**src/rtl/axis_ad5791_cfg_sequencer.sv**
```systemverilog
// Configuration master for the AD5791 quad SPI serializer.
// Holds the serializer in configuration mode, loads one raw 24-bit register
// word per channel for each init step, triggers one SPI frame per step via the
// send/ready handshake, then returns the serializer to streaming mode.
// Optional build macro AD5791_CFG_MIDSCALE_EN adds a third step that writes
// the DAC register with midscale (0x180000, 0 V in offset binary).
module axis_ad5791_cfg_sequencer #(
    parameter int NUM_DAC           = 4,
    parameter int DAC_WORD_WIDTH    = 24,
    parameter int SAXIS_TDATA_WIDTH = 32,
    parameter int START_TIMEOUT     = 256,
    parameter int XFER_TIMEOUT      = 4096,
    parameter int GAP_CYCLES        = 64
) (
    input  logic                         a_clk,
    input  logic                         a_resetn,
    input  logic                         init_start,
    input  logic [19:0]                  ctrl_bits,
    input  logic [19:0]                  clearcode,
    input  logic                         ready_in,
    output logic [SAXIS_TDATA_WIDTH-1:0] M_AXISCFG_tdata,
    output logic                         M_AXISCFG_tvalid,
    output logic                         configuration_mode,
    output logic [2:0]                   configuration_axis,
    output logic                         configuration_send,
    output logic                         busy,
    output logic                         done,
    output logic                         nochange,
    output logic                         error
);

`ifdef AD5791_CFG_MIDSCALE_EN
    localparam int NUM_STEPS = 3;
`else
    localparam int NUM_STEPS = 2;
`endif

    localparam int CNT_MAX_A = (START_TIMEOUT > XFER_TIMEOUT) ? START_TIMEOUT : XFER_TIMEOUT;
    localparam int CNT_MAX   = (CNT_MAX_A > GAP_CYCLES) ? CNT_MAX_A : GAP_CYCLES;
    localparam int CNT_W     = $clog2(CNT_MAX + 1);

    typedef enum logic [2:0] {
        S_IDLE,
        S_LOAD,
        S_SEND,
        S_XFER,
        S_RELEASE,
        S_FINISH
    } state_t;

    state_t              state_q, state_d;
    logic [CNT_W-1:0]    cnt_q, cnt_d;
    logic [2:0]          axis_q, axis_d;
    logic [1:0]          step_q, step_d;
    logic [19:0]         ctrl_q, ctrl_d;
    logic [19:0]         clear_q, clear_d;
    logic                nochange_q, nochange_d;
    logic                error_q, error_d;
    logic                init_q;
    logic                start;
    logic [DAC_WORD_WIDTH-1:0] cfg_word;

    assign start              = init_start & ~init_q;
    assign configuration_axis = axis_q;
    assign nochange           = nochange_q;
    assign error              = error_q;

    // Raw register word for the current step: {R/W=0, address, payload}.
    always_comb begin
        cfg_word = '0;
        case (step_q)
            2'd0:    cfg_word = DAC_WORD_WIDTH'({1'b0, 3'b010, ctrl_q});
            2'd1:    cfg_word = DAC_WORD_WIDTH'({1'b0, 3'b011, clear_q});
`ifdef AD5791_CFG_MIDSCALE_EN
            2'd2:    cfg_word = DAC_WORD_WIDTH'({1'b0, 3'b001, 20'h80000});
`endif
            default: cfg_word = '0;
        endcase
    end

    // Sequencer next-state logic and state-decoded outputs.
    always_comb begin
        state_d    = state_q;
        cnt_d      = cnt_q;
        axis_d     = axis_q;
        step_d     = step_q;
        ctrl_d     = ctrl_q;
        clear_d    = clear_q;
        nochange_d = nochange_q;
        error_d    = error_q;

        M_AXISCFG_tdata    = '0;
        M_AXISCFG_tvalid   = 1'b0;
        configuration_mode = 1'b0;
        configuration_send = 1'b0;
        busy               = 1'b0;
        done               = 1'b0;

        case (state_q)
            S_IDLE: begin
                if (start) begin
                    ctrl_d     = ctrl_bits;
                    clear_d    = clearcode;
                    nochange_d = 1'b0;
                    error_d    = 1'b0;
                    step_d     = '0;
                    axis_d     = '0;
                    cnt_d      = '0;
                    state_d    = S_LOAD;
                end
            end

            S_LOAD: begin
                busy               = 1'b1;
                configuration_mode = 1'b1;
                M_AXISCFG_tvalid   = 1'b1;
                M_AXISCFG_tdata    = SAXIS_TDATA_WIDTH'(cfg_word);
                if (axis_q == 3'(NUM_DAC - 1)) begin
                    cnt_d   = '0;
                    state_d = S_SEND;
                end else begin
                    axis_d = axis_q + 3'd1;
                end
            end

            S_SEND: begin
                busy               = 1'b1;
                configuration_mode = 1'b1;
                configuration_send = 1'b1;
                if (!ready_in) begin
                    cnt_d   = '0;
                    state_d = S_XFER;
                end else if (cnt_q == CNT_W'(START_TIMEOUT - 1)) begin
                    // Serializer saw identical words and produced no frame.
                    nochange_d = 1'b1;
                    cnt_d      = '0;
                    state_d    = S_RELEASE;
                end else begin
                    cnt_d = cnt_q + 1'b1;
                end
            end

            S_XFER: begin
                busy               = 1'b1;
                configuration_mode = 1'b1;
                configuration_send = 1'b1;
                if (ready_in) begin
                    cnt_d   = '0;
                    state_d = S_RELEASE;
                end else if (cnt_q == CNT_W'(XFER_TIMEOUT - 1)) begin
                    error_d = 1'b1;
                    state_d = S_FINISH;
                end else begin
                    cnt_d = cnt_q + 1'b1;
                end
            end

            S_RELEASE: begin
                busy               = 1'b1;
                configuration_mode = 1'b1;
                if (cnt_q == CNT_W'(GAP_CYCLES - 1)) begin
                    cnt_d = '0;
                    if (step_q == 2'(NUM_STEPS - 1)) begin
                        state_d = S_FINISH;
                    end else begin
                        step_d  = step_q + 2'd1;
                        axis_d  = '0;
                        state_d = S_LOAD;
                    end
                end else begin
                    cnt_d = cnt_q + 1'b1;
                end
            end

            S_FINISH: begin
                done    = 1'b1;
                state_d = S_IDLE;
            end

            default: state_d = S_IDLE;
        endcase
    end

    // State and datapath registers with synchronous active-low reset.
    always_ff @(posedge a_clk) begin
        if (!a_resetn) begin
            state_q    <= S_IDLE;
            cnt_q      <= '0;
            axis_q     <= '0;
            step_q     <= '0;
            ctrl_q     <= '0;
            clear_q    <= '0;
            nochange_q <= 1'b0;
            error_q    <= 1'b0;
            init_q     <= 1'b0;
        end else begin
            state_q    <= state_d;
            cnt_q      <= cnt_d;
            axis_q     <= axis_d;
            step_q     <= step_d;
            ctrl_q     <= ctrl_d;
            clear_q    <= clear_d;
            nochange_q <= nochange_d;
            error_q    <= error_d;
            init_q     <= init_start;
        end
    end

endmodule

```
**config.mk**
```make
export PLATFORM = sky130hd
export DESIGN_NAME = axis_ad5791_cfg_sequencer
export DESIGN_NICKNAME = d
export VERILOG_FILES = /design/src/rtl/axis_ad5791_cfg_sequencer.sv
export SDC_FILE = /design/constraint.sdc
export NUM_CORES = 1
export LEC_CHECK = 0
export CAP_MARGIN = 10
export CORE_ASPECT_RATIO = 1.75
export CORE_UTILIZATION = 49
export CTS_CLUSTER_DIAMETER = 60
export DETAILED_ROUTE_END_ITERATION = 6
export PLACE_DENSITY_LB_ADDON = 0.08
export SYNTH_ARGS = -nofsm -noshare
export SYNTH_HDL_FRONTEND = slang
export SYNTH_SLANG_ARGS = --single-unit
```
**constraint.sdc**
```tcl
create_clock -name a_clk -period 2.69 [get_ports a_clk]
set_input_delay 0.538 -clock a_clk [delete_from_list [all_inputs] [get_ports a_clk]]
set_output_delay 0.538 -clock a_clk [all_outputs]
set_load 0.05 [all_outputs]
```
Word-level counts from Yosys, hierarchy flattened --
Index checks and enable logic that the tools add are counted.
Cells by class: add/sub/neg operators 3, equal/unequal tests 22, muxes and demuxes 39, bitwise operators 2, reductions and logical operators 16
Operators with widths (count):
- $mux 13 | 7
- $pmux 13 s5 | 1
- $pmux 22 s2 | 1
- $mux 3 | 12
- $mux 24 | 1
- $ne 2x2->1 const B | 9
- $reduce_and 4->1 | 4
- $pmux 3 s5 | 1
- $add 13x1->13 const B | 1
- $eq 13x12->1 const B | 1
- $eq 13x6->1 const B | 1
- $eq 13x8->1 const B | 1
- $reduce_and 5->1 | 2
- $eq 3x2->1 const B | 3
- $mux 1 | 9
- $ne 3x3->1 const B | 3
- $pmux 3 s3 | 1
- $eq 3x3->1 const B | 2
- $mux 2 | 3
- $reduce_bool 2->1 | 3
- $reduce_bool 5->1 | 1
- $pmux 1 s2 | 2
- $pmux 2 s2 | 1
- $reduce_or 4->1 | 1
- 11 further kinds | 11
Word-level totals: register bits 64, input bits 44

Longest topological paths before layout --
depth after elaboration 4, mapped depth 7, gate-level depth less buffers 7

Worst setup path before layout --
OpenSTA, ideal clock, no wires.
path type flip-flop to output port, start point register state_q[0], end point output M_AXISCFG_tdata[11], data arrival time 3252 ps, data required time 2152 ps, slack -1100 ps, stages on the path, launching flop included 5, path buffers 1, cell sequence dfxtp_1 > nor3b_1 > and2_1 > clkbuf_1 > a22o_1
On the way: word-level cells in the longest chain between the ends 2
RTL lines:
- start: declaration | RTL line 51 | state_t state_q, state_d;
- start signal: assignment | RTL line 197 | state_q <= state_d;
- $eq 3x1->1 | RTL line 99 | case (state_q)
- $mux 24 | RTL line 99
- end: declaration | RTL line 21 | output logic [SAXIS_TDATA_WIDTH-1:0] M_AXISCFG_tdata,
Every way passes these cells.

Final worst setup path --
start point register state_q[1], end point output configuration_send
On the way: word-level cells in the longest chain between the ends 3, elaborated cells on any way between the ends 4, classes of those cells eq/ne: 2; mux: 1; reduce/logical: 1
RTL lines:
- $eq 3x2->1 | RTL line 99
- $reduce_or 2->1 (no line) (*)
- $mux 1 (*) | RTL line 99
- end: declaration | RTL line 25 | output logic configuration_send,
Mark *: on every way between the ends. The rest lies on a longest branch, timed or not.

==> metrics.txt <==
CORE AREA 6490 µm²; FMAX 386 MHz; wire per inst 14.1 µm; Starting Density 50.7%; Clock power frac 46.1%; CTS sink count 64; Leakage Power 1.68 nW; area of the multi-input gates 1800 µm²; fin crit share 96.3%; GPL Wtd Cong 0.805; synth unique cells 48; CTS max path bufs 2; global route overflow 0; synth top area cells dfxtp_1 39%, nand2_1 11%, a21boi_0 10%; DRC 0; startpoint types flop; worst hold path type reg -> reg; Sw Share 24.4%; Crit Path Class reg -> out; filler instances 534; Synth Register Bits 64; clk root buf clkbuf_16; Antenna Cells 0; Synth top area share 39.0%; CTS tree done; final setup fails 0; RSZ-0062 raised after global routing no; Final ANT Viol Nets 0; pin count of the biggest net entering global routing 44; combinational fraction of design power 13.8%; critical path required time 2.15 ns; clock latency at the later pin of the worst-skew pair 0.33 ns; hold buffers post-CTS 0; Critical Path Source state_q[1]; layout net count 521; 1st-iter DRT viols 176; DP HPWL 5.43 mm; overall routing resource usage 23.7%; vias per std cell 5.52; GRT met1 Usage 26.6%; number of global-route vias before repair 2899; H-tree levels 3; sequential share of power 40.1%; Num CTS Buffers 9; setup TNS 0 ns; Max-Cap Viols 0; Synth Area per Inst 8.12 µm²; Slew HR 55.9%; Mapped Cells 405; area leader, netlist dfxtp_1; min Tclk post-route 2.59 ns; Layout Skew 0.00700 ns; final hold violation count 0; die area 7060 µm²; sequential cell area 1280 µm²; reg-to-reg startpoint cnt_q[0]; final core utilization 71.2%; Max IR drop VDD 0.000354 V; Post-Route WL 7.90 mm; fraction of layout cells with a size suffix above 1 12.4%; Synth warnings 0; PwrDens 546 nW/µm²; P&R area growth vs syn 40.4%; crit path DAT 2.05 ns; Least-Margin Pin Slew 0.655 ns; met3 Use GR 3.91%; Final Max Slew Viols 0; number of synthesized flops with an enable pin 0; Pre-antenna DRT Iters 4; I/O pin cnt 86; P_int 1.91 mW; ys flop type dfxtp_1; Hold Crit Start ctrl_q[17]; Die Wd 63.9 µm; crit-path max FO 13; Post-CTS Setup Inserts 0; clock-pin transition on the worst setup and hold timing paths 0.05 ns; Synth async-reset ratio 0%; Worst setup EP type primary output; initial antenna violation count 0; Post-Syn Area 3290 µm²; met2 Use GR 42.2%; FP Rows 39; Most Crowded Layer GR met2; first-pass GRT wire length 13.0 mm; P_sw 0.615 mW; Die Y 110 µm; Port Buf Inserts 75; status complete, no violations; sequential share of the synthesized area 39.0%; total power 2.52 mW; Vias 3084
## cells in the final DEF, fill, tap and decap left out, types with 4 or more instances in the layout
master / netlist / final
clkdlybuf4s50_1: 0 / 50
nand2b_1: 7 / 7
inv_1: 17 / 17
a21oi_1: 4 / 4
nor2_1: 17 / 17
nand2_1: 99 / 99
a22o_1: 20 / 20
buf_4: 12 / 8
o211ai_1: 4 / 4
conb_1: 1 / 10
and2_1: 4 / 4
buf_12: 0 / 24
nand3_1: 9 / 9
ha_1: 5 / 5
dfxtp_1: 64 / 63
o221ai_1: 9 / 9
nor2b_1: 5 / 5
o21ai_0: 8 / 8
o2111ai_1: 11 / 11
a21boi_0: 45 / 45
nand4_1: 4 / 4
clkbuf_16: 0 / 9
## repair_timing
item / 4_1_cts / 5_1_grt
endpoints found under the setup margin: 0 / 24
endpoints found under the hold margin: 0 / 0
resized for setup: 0 / 3
## synth_stat cells, types with 7 or more instances
| library cell | number |
|---|---|
| inv_1 | 17 |
| nand2_1 | 99 |
| o2111ai_1 | 11 |
| nand2b_1 | 7 |
| dfxtp_1 | 64 |
| nand3_1 | 9 |
| a21boi_0 | 45 |
| nor2_1 | 17 |
| o21ai_0 | 8 |
| o221ai_1 | 9 |
| clkbuf_1 | 23 |
| a22o_1 | 20 |
| buf_4 | 12 |
## path summary, 6_finish.rpt
path / endpoint / slack (ns) / cells past startpoint
hold reg to reg: ctrl_q[17] / 0.46 / 2
hold / removal: ctrl_q[17] / 0.46 / 2
setup / recovery: configuration_send / 0.10 / 3
setup reg to reg: cnt_q[3] / 0.33 / 6
## cell type report
class                      count  area share, %
clock buffer                  13           5.64
tap                           82           2.22
clock inverter                 3          0.867
inverter                      17           1.38
sequential                    64           27.8
timing repair buffer          85           23.2
multi-input combinational    295           38.9
## worst max-delay path: stages (launching register included)
cell and delay (ns):
dfxtp_1 0.59, nand2b_1 0.19, inv_1 0.13, clkdlybuf4s50_1 0.81
## power by group through the flow
stage,combinational (mW),sequential [mW],clock (mW)
after floorplan,0.209,1.03,0
after global placement,0.344,1.03,0
after detailed placement,0.347,1.03,0
after CTS,0.349,1.01,1.18
after global routing,0.373,1.02,1.22
final,0.347,1.01,1.16
## registers in the layout (all words and copies together) (netlist names)
register and count:
init_q 1, error 1, ctrl_q 20, cnt_q 13, state_q 3, clear_q 20, step_q 2, configuration_axis 3
nochange 1
## cells by family after synthesis
| group | after synthesis | share of synthesized area, % |
|---|---|---|
| AOI/OAI and AO/OA | 115 | 27.8 |
| xor gates and xnor gates | 1 | 0.266 |
| adders and majority gates | 5 | 1.90 |
| buffers and inverters | 55 | 7.72 |
| DFF | 64 | 39.0 |
| other | 1 | 0.114 |
| and+or+nand+nor | 164 | 23.2 |
## metal layers
| metal | part of all wire [%] | vias to the layer above | routed length [µm] |
|---|---|---|---|
| met5 | 0 | - | 0 |
| met4 | 2.3 | 0 | 182 |
| met3 | 3.6 | 17 | 286 |
| met2 | 51 | 73 | 4050 |
| met1 | 43 | 1458 | 3380 |
| li1 | - | 1536 | - |
## through the flow
stage	area (µm²)	setup slack, ns	hold slack, ns	cells
4_1_cts	4610	0.0212	0.465	559
3_3_place_gp	4310	0.249	0.449	543
2_1_floorplan	3330	0.0839	0.443	414
3_5_place_dp	4310	0.152	0.458	543
5_1_grt	4620	0.00647	0.490	559
6_report	4620	0.100	0.461	559
Power figures use the tool's default switching activity.
